**src/rtl/mc_seq_ctrl.sv**
```systemverilog
// mc_seq_ctrl: multicycle MIPS-style control sequencer with memory-timeout and illegal-opcode trap; define MC_JAL_EN to enable JAL.
module mc_seq_ctrl #(
  parameter int MEM_TIMEOUT = 255,
  parameter int RET_W = 32
) (
  input  logic             clk,
  input  logic             reset,
  input  logic [5:0]       op,
  input  logic             mem_rdy,
  output logic             mem_req,
  output logic             mem_we,
  output logic             i_or_d,
  output logic             ireg_enab,
  output logic             pc_write,
  output logic             branch,
  output logic             branch_ne,
  output logic             reg_write,
  output logic             alu_srcA,
  output logic             zext,
  output logic [1:0]       pc_src,
  output logic [1:0]       reg_dst,
  output logic [1:0]       mem_to_reg,
  output logic [1:0]       alu_srcB,
  output logic [2:0]       alu_op,
  output logic             trap,
  output logic [1:0]       trap_cause,
  output logic [RET_W-1:0] retired
);
  localparam logic [5:0] OP_RTYPE = 6'b000000;
  localparam logic [5:0] OP_LW    = 6'b100011;
  localparam logic [5:0] OP_SW    = 6'b101011;
  localparam logic [5:0] OP_BEQ   = 6'b000100;
  localparam logic [5:0] OP_BNE   = 6'b000101;
  localparam logic [5:0] OP_ADDI  = 6'b001000;
  localparam logic [5:0] OP_ANDI  = 6'b001100;
  localparam logic [5:0] OP_ORI   = 6'b001101;
  localparam logic [5:0] OP_J     = 6'b000010;
`ifdef MC_JAL_EN
  localparam logic [5:0] OP_JAL   = 6'b000011;
`endif
  localparam logic [2:0] ALU_ADD   = 3'b000;
  localparam logic [2:0] ALU_SUB   = 3'b001;
  localparam logic [2:0] ALU_FUNCT = 3'b010;
  localparam logic [2:0] ALU_AND   = 3'b011;
  localparam logic [2:0] ALU_OR    = 3'b100;
  localparam logic [15:0] WAIT_LAST = 16'(MEM_TIMEOUT - 1);

  typedef enum logic [3:0] {
    FETCH, DECODE, MEM_ADDR, MEM_READ, MEM_TO_REG, MEM_WRITE, EXECUTE,
    ALU_TO_REG, BRANCH, IMM_EXEC, IMM_TO_REG, JUMP, TRAP
`ifdef MC_JAL_EN
    , JAL_LINK
`endif
  } state_t;

  state_t      state, nxt;
  logic [15:0] wait_cnt;
  logic [1:0]  cause, nxt_cause;
  logic        mem_wait, timeout;

  assign mem_wait   = mem_req & ~mem_rdy;
  assign timeout    = mem_wait && (wait_cnt == WAIT_LAST);
  assign trap_cause = cause;

  always_ff @(posedge clk) begin
    if (reset) begin
      state    <= FETCH;
      wait_cnt <= '0;
      cause    <= 2'b00;
      retired  <= '0;
    end else begin
      state    <= nxt;
      wait_cnt <= mem_wait ? wait_cnt + 16'd1 : 16'd0;
      cause    <= nxt_cause;
      // only terminal states can enter FETCH from elsewhere, so this counts completions
      if (nxt == FETCH && state != FETCH) retired <= retired + 1'b1;
    end
  end

  always_comb begin
    nxt       = state;
    nxt_cause = cause;
    case (state)
      FETCH:     nxt = mem_rdy ? DECODE : FETCH;
      DECODE: begin
        case (op)
          OP_RTYPE:                 nxt = EXECUTE;
          OP_LW, OP_SW:             nxt = MEM_ADDR;
          OP_BEQ, OP_BNE:           nxt = BRANCH;
          OP_ADDI, OP_ANDI, OP_ORI: nxt = IMM_EXEC;
          OP_J:                     nxt = JUMP;
`ifdef MC_JAL_EN
          OP_JAL:                   nxt = JAL_LINK;
`endif
          default: begin
            nxt       = TRAP;
            nxt_cause = 2'b01;
          end
        endcase
      end
      MEM_ADDR:  nxt = (op == OP_SW) ? MEM_WRITE : MEM_READ;
      MEM_READ:  nxt = mem_rdy ? MEM_TO_REG : MEM_READ;
      MEM_WRITE: nxt = mem_rdy ? FETCH : MEM_WRITE;
      EXECUTE:   nxt = ALU_TO_REG;
      IMM_EXEC:  nxt = IMM_TO_REG;
      TRAP:      nxt = TRAP;
      default:   nxt = FETCH;
    endcase
    if (timeout) begin
      nxt       = TRAP;
      nxt_cause = 2'b10;
    end
  end

  always_comb begin
    mem_req    = 1'b0;
    mem_we     = 1'b0;
    i_or_d     = 1'b0;
    ireg_enab  = 1'b0;
    pc_write   = 1'b0;
    branch     = 1'b0;
    branch_ne  = 1'b0;
    reg_write  = 1'b0;
    alu_srcA   = 1'b0;
    zext       = 1'b0;
    pc_src     = 2'b00;
    reg_dst    = 2'b00;
    mem_to_reg = 2'b00;
    alu_srcB   = 2'b00;
    alu_op     = ALU_ADD;
    trap       = 1'b0;
    case (state)
      FETCH: begin
        mem_req   = 1'b1;
        alu_srcB  = 2'b01;
        ireg_enab = mem_rdy;
        pc_write  = mem_rdy;
      end
      DECODE:   alu_srcB = 2'b11;
      MEM_ADDR: begin
        alu_srcA = 1'b1;
        alu_srcB = 2'b10;
      end
      MEM_READ: begin
        i_or_d  = 1'b1;
        mem_req = 1'b1;
      end
      MEM_WRITE: begin
        i_or_d  = 1'b1;
        mem_req = 1'b1;
        mem_we  = 1'b1;
      end
      MEM_TO_REG: begin
        mem_to_reg = 2'b01;
        reg_write  = 1'b1;
      end
      EXECUTE: begin
        alu_srcA = 1'b1;
        alu_op   = ALU_FUNCT;
      end
      ALU_TO_REG: begin
        reg_dst   = 2'b01;
        reg_write = 1'b1;
      end
      BRANCH: begin
        alu_srcA  = 1'b1;
        alu_op    = ALU_SUB;
        pc_src    = 2'b01;
        branch    = op == OP_BEQ;
        branch_ne = op == OP_BNE;
      end
      IMM_EXEC: begin
        alu_srcA = 1'b1;
        alu_srcB = 2'b10;
        alu_op   = (op == OP_ANDI) ? ALU_AND : (op == OP_ORI) ? ALU_OR : ALU_ADD;
        zext     = (op == OP_ANDI) || (op == OP_ORI);
      end
      IMM_TO_REG: reg_write = 1'b1;
      JUMP: begin
        pc_src   = 2'b10;
        pc_write = 1'b1;
      end
`ifdef MC_JAL_EN
      JAL_LINK: begin
        pc_src     = 2'b10;
        pc_write   = 1'b1;
        reg_write  = 1'b1;
        reg_dst    = 2'b10;
        mem_to_reg = 2'b10;
      end
`endif
      TRAP:    trap = 1'b1;
      default: ;
    endcase
  end
endmodule

```
**config.mk**
```make
export PLATFORM = sky130hd
export DESIGN_NAME = mc_seq_ctrl
export DESIGN_NICKNAME = d
export VERILOG_FILES = /design/src/rtl/mc_seq_ctrl.sv
export SDC_FILE = /design/constraint.sdc
export NUM_CORES = 1
export LEC_CHECK = 0
export ABC_AREA = 1
export CORE_UTILIZATION = 45
export CTS_BUF_LIST = sky130_fd_sc_hd__clkbuf_8
export DETAILED_ROUTE_END_ITERATION = 10
export GPL_TIMING_DRIVEN = 0
export MAX_ROUTING_LAYER = met4
export PLACE_DENSITY = 0.71
export SETUP_SLACK_MARGIN = 0.4
export SLEW_MARGIN = 10
export SYNTH_ARGS = -nofsm -noshare
export SYNTH_HDL_FRONTEND = slang
export SYNTH_SLANG_ARGS = --single-unit
```
**constraint.sdc**
```tcl
create_clock -name clk -period 2.31 [get_ports clk]
set_input_delay 0.462 -clock clk [delete_from_list [all_inputs] [get_ports clk]]
set_output_delay 0.462 -clock clk [all_outputs]
set_load 0.01 [all_outputs]
```
# --- After elaboration in Yosys (flattened, before gate mapping) ---
# Cells that the tools add are included.
totals:
  memories: 0
  mem_bits_ro: 0
  latch_bits: 0
  mem_bits_rw: 0
  word_cells: 82
  ff_bits: 54
classes:
  bitwise_logic: 4
  n_eq_ne: 22
  mul: 0
  n_shift: 0
  n_mux: 28
  n_reduce_logical: 21
  n_addsub: 2
  order_cmp: 0
  div: 0
ops:
  columns: ["operator", "n"]
  rows:
  - ["32-bit by 1-bit adder with 32-bit output, second input constant", 1]
  - ["4-bit case mux with 8 select lines", 1]
  - ["4-bit equality test, second input constant", 5]
  - ["4-bit case mux with 5 select lines", 1]
  - ["6-bit by 4-bit equality test with 1-bit output, second input constant", 3]
  - ["16-bit by 1-bit adder with 16-bit output, second input constant", 1]
  - ["16-bit by 8-bit equality test with 1-bit output, second input constant", 1]
  - ["4-bit by 3-bit equality test with 1-bit output, second input constant", 4]
  - ["3-bit two-way mux", 5]
  - ["1-bit two-way mux", 13]
  - ["6-bit by 3-bit equality test with 1-bit output, second input constant", 2]
  - ["6-bit equality test, second input constant", 2]
  - ["2-bit OR reduction", 6]
  - ["3-bit case mux with 3 select lines", 1]
  - ["3-bit OR reduction", 3]
  - ["9-bit OR reduction", 1]
  - ["4-bit by 2-bit equality test with 1-bit output, second input constant", 2]
  - ["4-bit logical NOT", 2]
  - ["6-bit by 2-bit equality test with 1-bit output, second input constant", 1]
  - ["6-bit logical NOT", 1]
  - ["2-bit two-way mux", 3]
  - ["2-bit case mux with 3 select lines", 1]
  - ["4-bit by 1-bit equality test with 1-bit output, second input constant", 1]
  - ["4-bit two-way mux", 1]
  - ["other kinds (11)", 15]

# --- Logic depth before layout (Yosys ltp) ---
depth:
  depth_word: 8
  depth_mapped: 14
  depth_no_buf: 13

# --- Worst setup path before layout ---
# No wires, ideal clock.
synth_timing:
  kind: "input-to-reg"
  startpoint: "input op[5]"
  endpoint: "register retired[1]"
  cell_stages: 10
  n_path_buf: 1
  setup_time_ps: 70
  path_slack_ps: 536
  required_time_ps: 2240
  arrival_ps: 1704
  cell_sequence: "nor2_2 > nand3_1 > nand2_1 > nor2_1 > nand3_1 > nand3_2 > nor2_4 > buf_2 > nand3_1 > a21oi_1"
synth_via:
  elab_chain_cells: 7
  word_cells_on_any_way: 18
  classes_between: "eq/ne: 8; mux: 4; reduce/logical: 6"
synth_rtl:
  columns: ["element", "line", "text"]
  rows:
  - ["start, declared", "8", "input logic [5:0] op,"]
  - ["6-bit by 4-bit equality test with 1-bit output (tied with other cells)", "86", "case (op)"]
  - ["3-bit OR reduction or 2-bit OR reduction (tied branches)", null, null]
  - ["4-bit case mux with 5 select lines", "86", null]
  - ["4-bit case mux with 8 select lines (*)", "83", "case (state)"]
  - ["4-bit two-way mux (*)", "109", "if (timeout) begin"]
  - ["4-bit logical NOT (*)", "76", "if (nxt == FETCH && state != FETCH) retired <= retired + 1'b1;"]
  - ["1-bit logical AND (*)", "76", null]
  - ["end signal, assigned", "76", null]
  - ["end, declared", "27", "output logic [RET_W-1:0] retired"]
# Mark *: on every way between the ends. The rest lies on a longest branch, timed or not.
# A chain may end at the register's enable or synchronous reset.

# --- Worst setup path after layout ---
layout_timing:
  startpoint: "input op[4]"
  endpoint: "register retired[29]"
# Same word-level chain as after synthesis.

==> reports/results.txt <==
Post-synth EDFFs -> 0
CP max FO -> 10
CP arrival -> 2.13 ns
Num CTS Buffers -> 5
Leak pwr -> 1.76 nW
Top cells by area, synth -> dfxtp_1 32%, nand2_1 13%, nor2_1 9.2%
Routed wire per std cell -> 13.4 um
# setup viols final -> 0
Final ANT Viol Nets -> 0
Later-pin clock latency in the skew report -> 0.32 ns
Ant diodes -> 0
Hold WC Path Type -> reg2reg
# IOs -> 65
Status -> finished, final reports clean
Global-route wire length before repair -> 15,100 um
Share of the synthesized area in the top cell type -> 0.318
Via density -> 5.22
Die Span Y -> 88.9 um
RSZ-0062 raised after global routing -> yes
Crit share post-route -> 0.837
Post-synth top area cell -> dfxtp_1
Async S/R FF share, synth -> 0
Fin crit period -> 1.93 ns
PwrDens -> 484 mW/mm^2
Area of the multi-input gates -> 0.00218 mm^2
CP startpoint kind -> input port
Synth cell types -> 31
DIE WIDTH -> 88.9 um
Hold buffer count at cts -> 0
First-pass iteration count of the detailed router -> 5
Overflow after GRT -> 0
Largest net degree at the start of global routing -> 19
Sink Count -> 54
Die Area -> 0.00790 mm^2
Post-route cell area -> 0.00450 mm^2
GP Congestion -> 0.942
Synth Flop Type -> dfxtp_1
Routed WL -> 9500 um
Layout cells sized above 1 -> 0.195
WS Path Type -> in2reg
Total number of vias -> 3,704
Required time of the critical path -> 2.51 ns
CTS tree -> built
Core ar. -> 0.00729 mm^2
Total power -> 2.18 mW
Max-slew violations -> 0
Area post-placement -> 0.00413 mm^2
Yosys reg bits -> 54
Register area share after synthesis -> 0.318
CTS H-tree depth -> 2
Post-Route Skew -> 0.0122 ns
Fillers -> 741
Worst VDD drop -> 0.262 mV
DRC -> 0
FF/Latch Area -> 0.00110 mm^2
Max Cap Viol -> 0
IO Port Bufs -> 61
Iteration-0 DRC Markers -> 237
Bufs on Longest Clock Path -> 2
CP Capture Type -> register
Clk root buf -> clkbuf_8
Nets -> 622
Hold Vio Cnt, Final -> 0
Post-synthesis cell count -> 529
Most common cell in the netlist -> nand2_1
Antenna violations before repair -> 0
Synth top cells by count -> 121 x nand2_1, 83 x nor2_1, 58 x nand3_1
Area Growth Syn to Fin -> 32.6%
Worst-path clk slew -> 0.11 ns
Synthesized cell area -> 0.00340 mm^2
Rows -> 31
TNS Setup -> 0 ns
Final HPWL from detailed placement -> 7140 um
Initial core utilization -> 0.466
Overall routing resource usage -> 0.251
Syn Area/Cell -> 6.42 um^2
Ys Warns -> 0
Max frequency -> 517 MHz
Vias in the first global route -> 3,262
## flip-flops by register name, summed over array words and instances, names as in the netlist
signal and flops:
trap_cause 2, state 4, wait_cnt 16, retired 32
## final cells by class
type                       instances  area share
sequential                        54       0.245
buffer                            16      0.0292
inverter                          55      0.0469
clock buffer                       5      0.0153
tap                               99      0.0275
multi-input combinational        405       0.485
clock inverter                     3      0.0106
timing repair buffer              73       0.141
## cells in the final DEF, fill, tap and decap left out, types with 6 or more instances in the layout
cell type,synthesis,layout
a21oi_1,44,44
buf_2,5,7
buf_4,3,12
buf_6,3,11
clkbuf_2,0,6
clkdlybuf4s50_1,0,34
dfxtp_1,54,44
dfxtp_2,0,6
dlygate4sd2_1,0,12
inv_1,50,46
inv_2,5,7
nand2_1,121,113
nand2_2,3,11
nand3_1,58,50
nand3_2,2,10
nand4_1,14,14
nor2_1,83,63
nor2_2,2,16
nor2_4,2,8
nor3_1,14,10
o21ai_0,12,8
xnor2_1,18,18
xor2_1,15,15
## metrics by stage
step           utilization  setup WS [ns]  hold slack [ns]  cells
4_1_cts              0.598          0.272            0.466    706
2_1_floorplan            -          0.536            0.441    530
3_5_place_dp         0.567         -0.243            0.450    690
6_report             0.618          0.376            0.455    710
5_1_grt              0.618          0.255            0.480    710
3_3_place_gp         0.567         -0.203            0.447    690
## power breakdown
group          switching, mW  internal (mW)  total [mW]
clock network          0.344          0.331       0.676
logic                  0.318          0.213       0.532
registers             0.0270          0.947       0.974
## cell families after synthesis
family	count (synthesis)	synth area share
xor+xnor	33	0.0851
simple gates	309	0.408
other cells	1	0.00110
fa+ha+maj	3	0.0111
buf+inv	71	0.0903
compound gates	58	0.0862
flops	54	0.318
## worst paths after layout
check,startpoint,cells past startpoint,end,slack [ns]
min reg2reg,wait_cnt[0]$_SDFF_PP0_,1,wait_cnt[0]$_SDFF_PP0_,0.45
min,wait_cnt[0]$_SDFF_PP0_,1,wait_cnt[0]$_SDFF_PP0_,0.45
max,op[4],13,retired[29]$_SDFFE_PP0P_,0.38
max reg2reg,state[3]$_SDFF_PP0_,13,retired[29]$_SDFFE_PP0P_,0.43
## timing repair
action	CTS	global route
pin swaps	7	10
resized for setup	74	73
endpoints found under the setup margin	52	53
setup buffers	8	4
## critical path: stages
cell,delay (ns)
dlygate4sd2_1,0.27
nor2_4,0.18
buf_6,0.13
nand3_1,0.09
nand2_1,0.09
nor2_2,0.05
nand3_1,0.09
nand3_2,0.11
nor2_4,0.24
nand2_4,0.10
buf_4,0.18
nand2_1,0.07
a21oi_1,0.06
## layer usage
metal	track usage	vias up	wire length, um
met5	-	-	0
li1	-	1867	-
met4	0.0806	0	231
met1	0.340	1721	4620
met2	0.384	89	4310
met3	0.0364	27	324
Note: power is estimated with default switching activity, not from simulation.
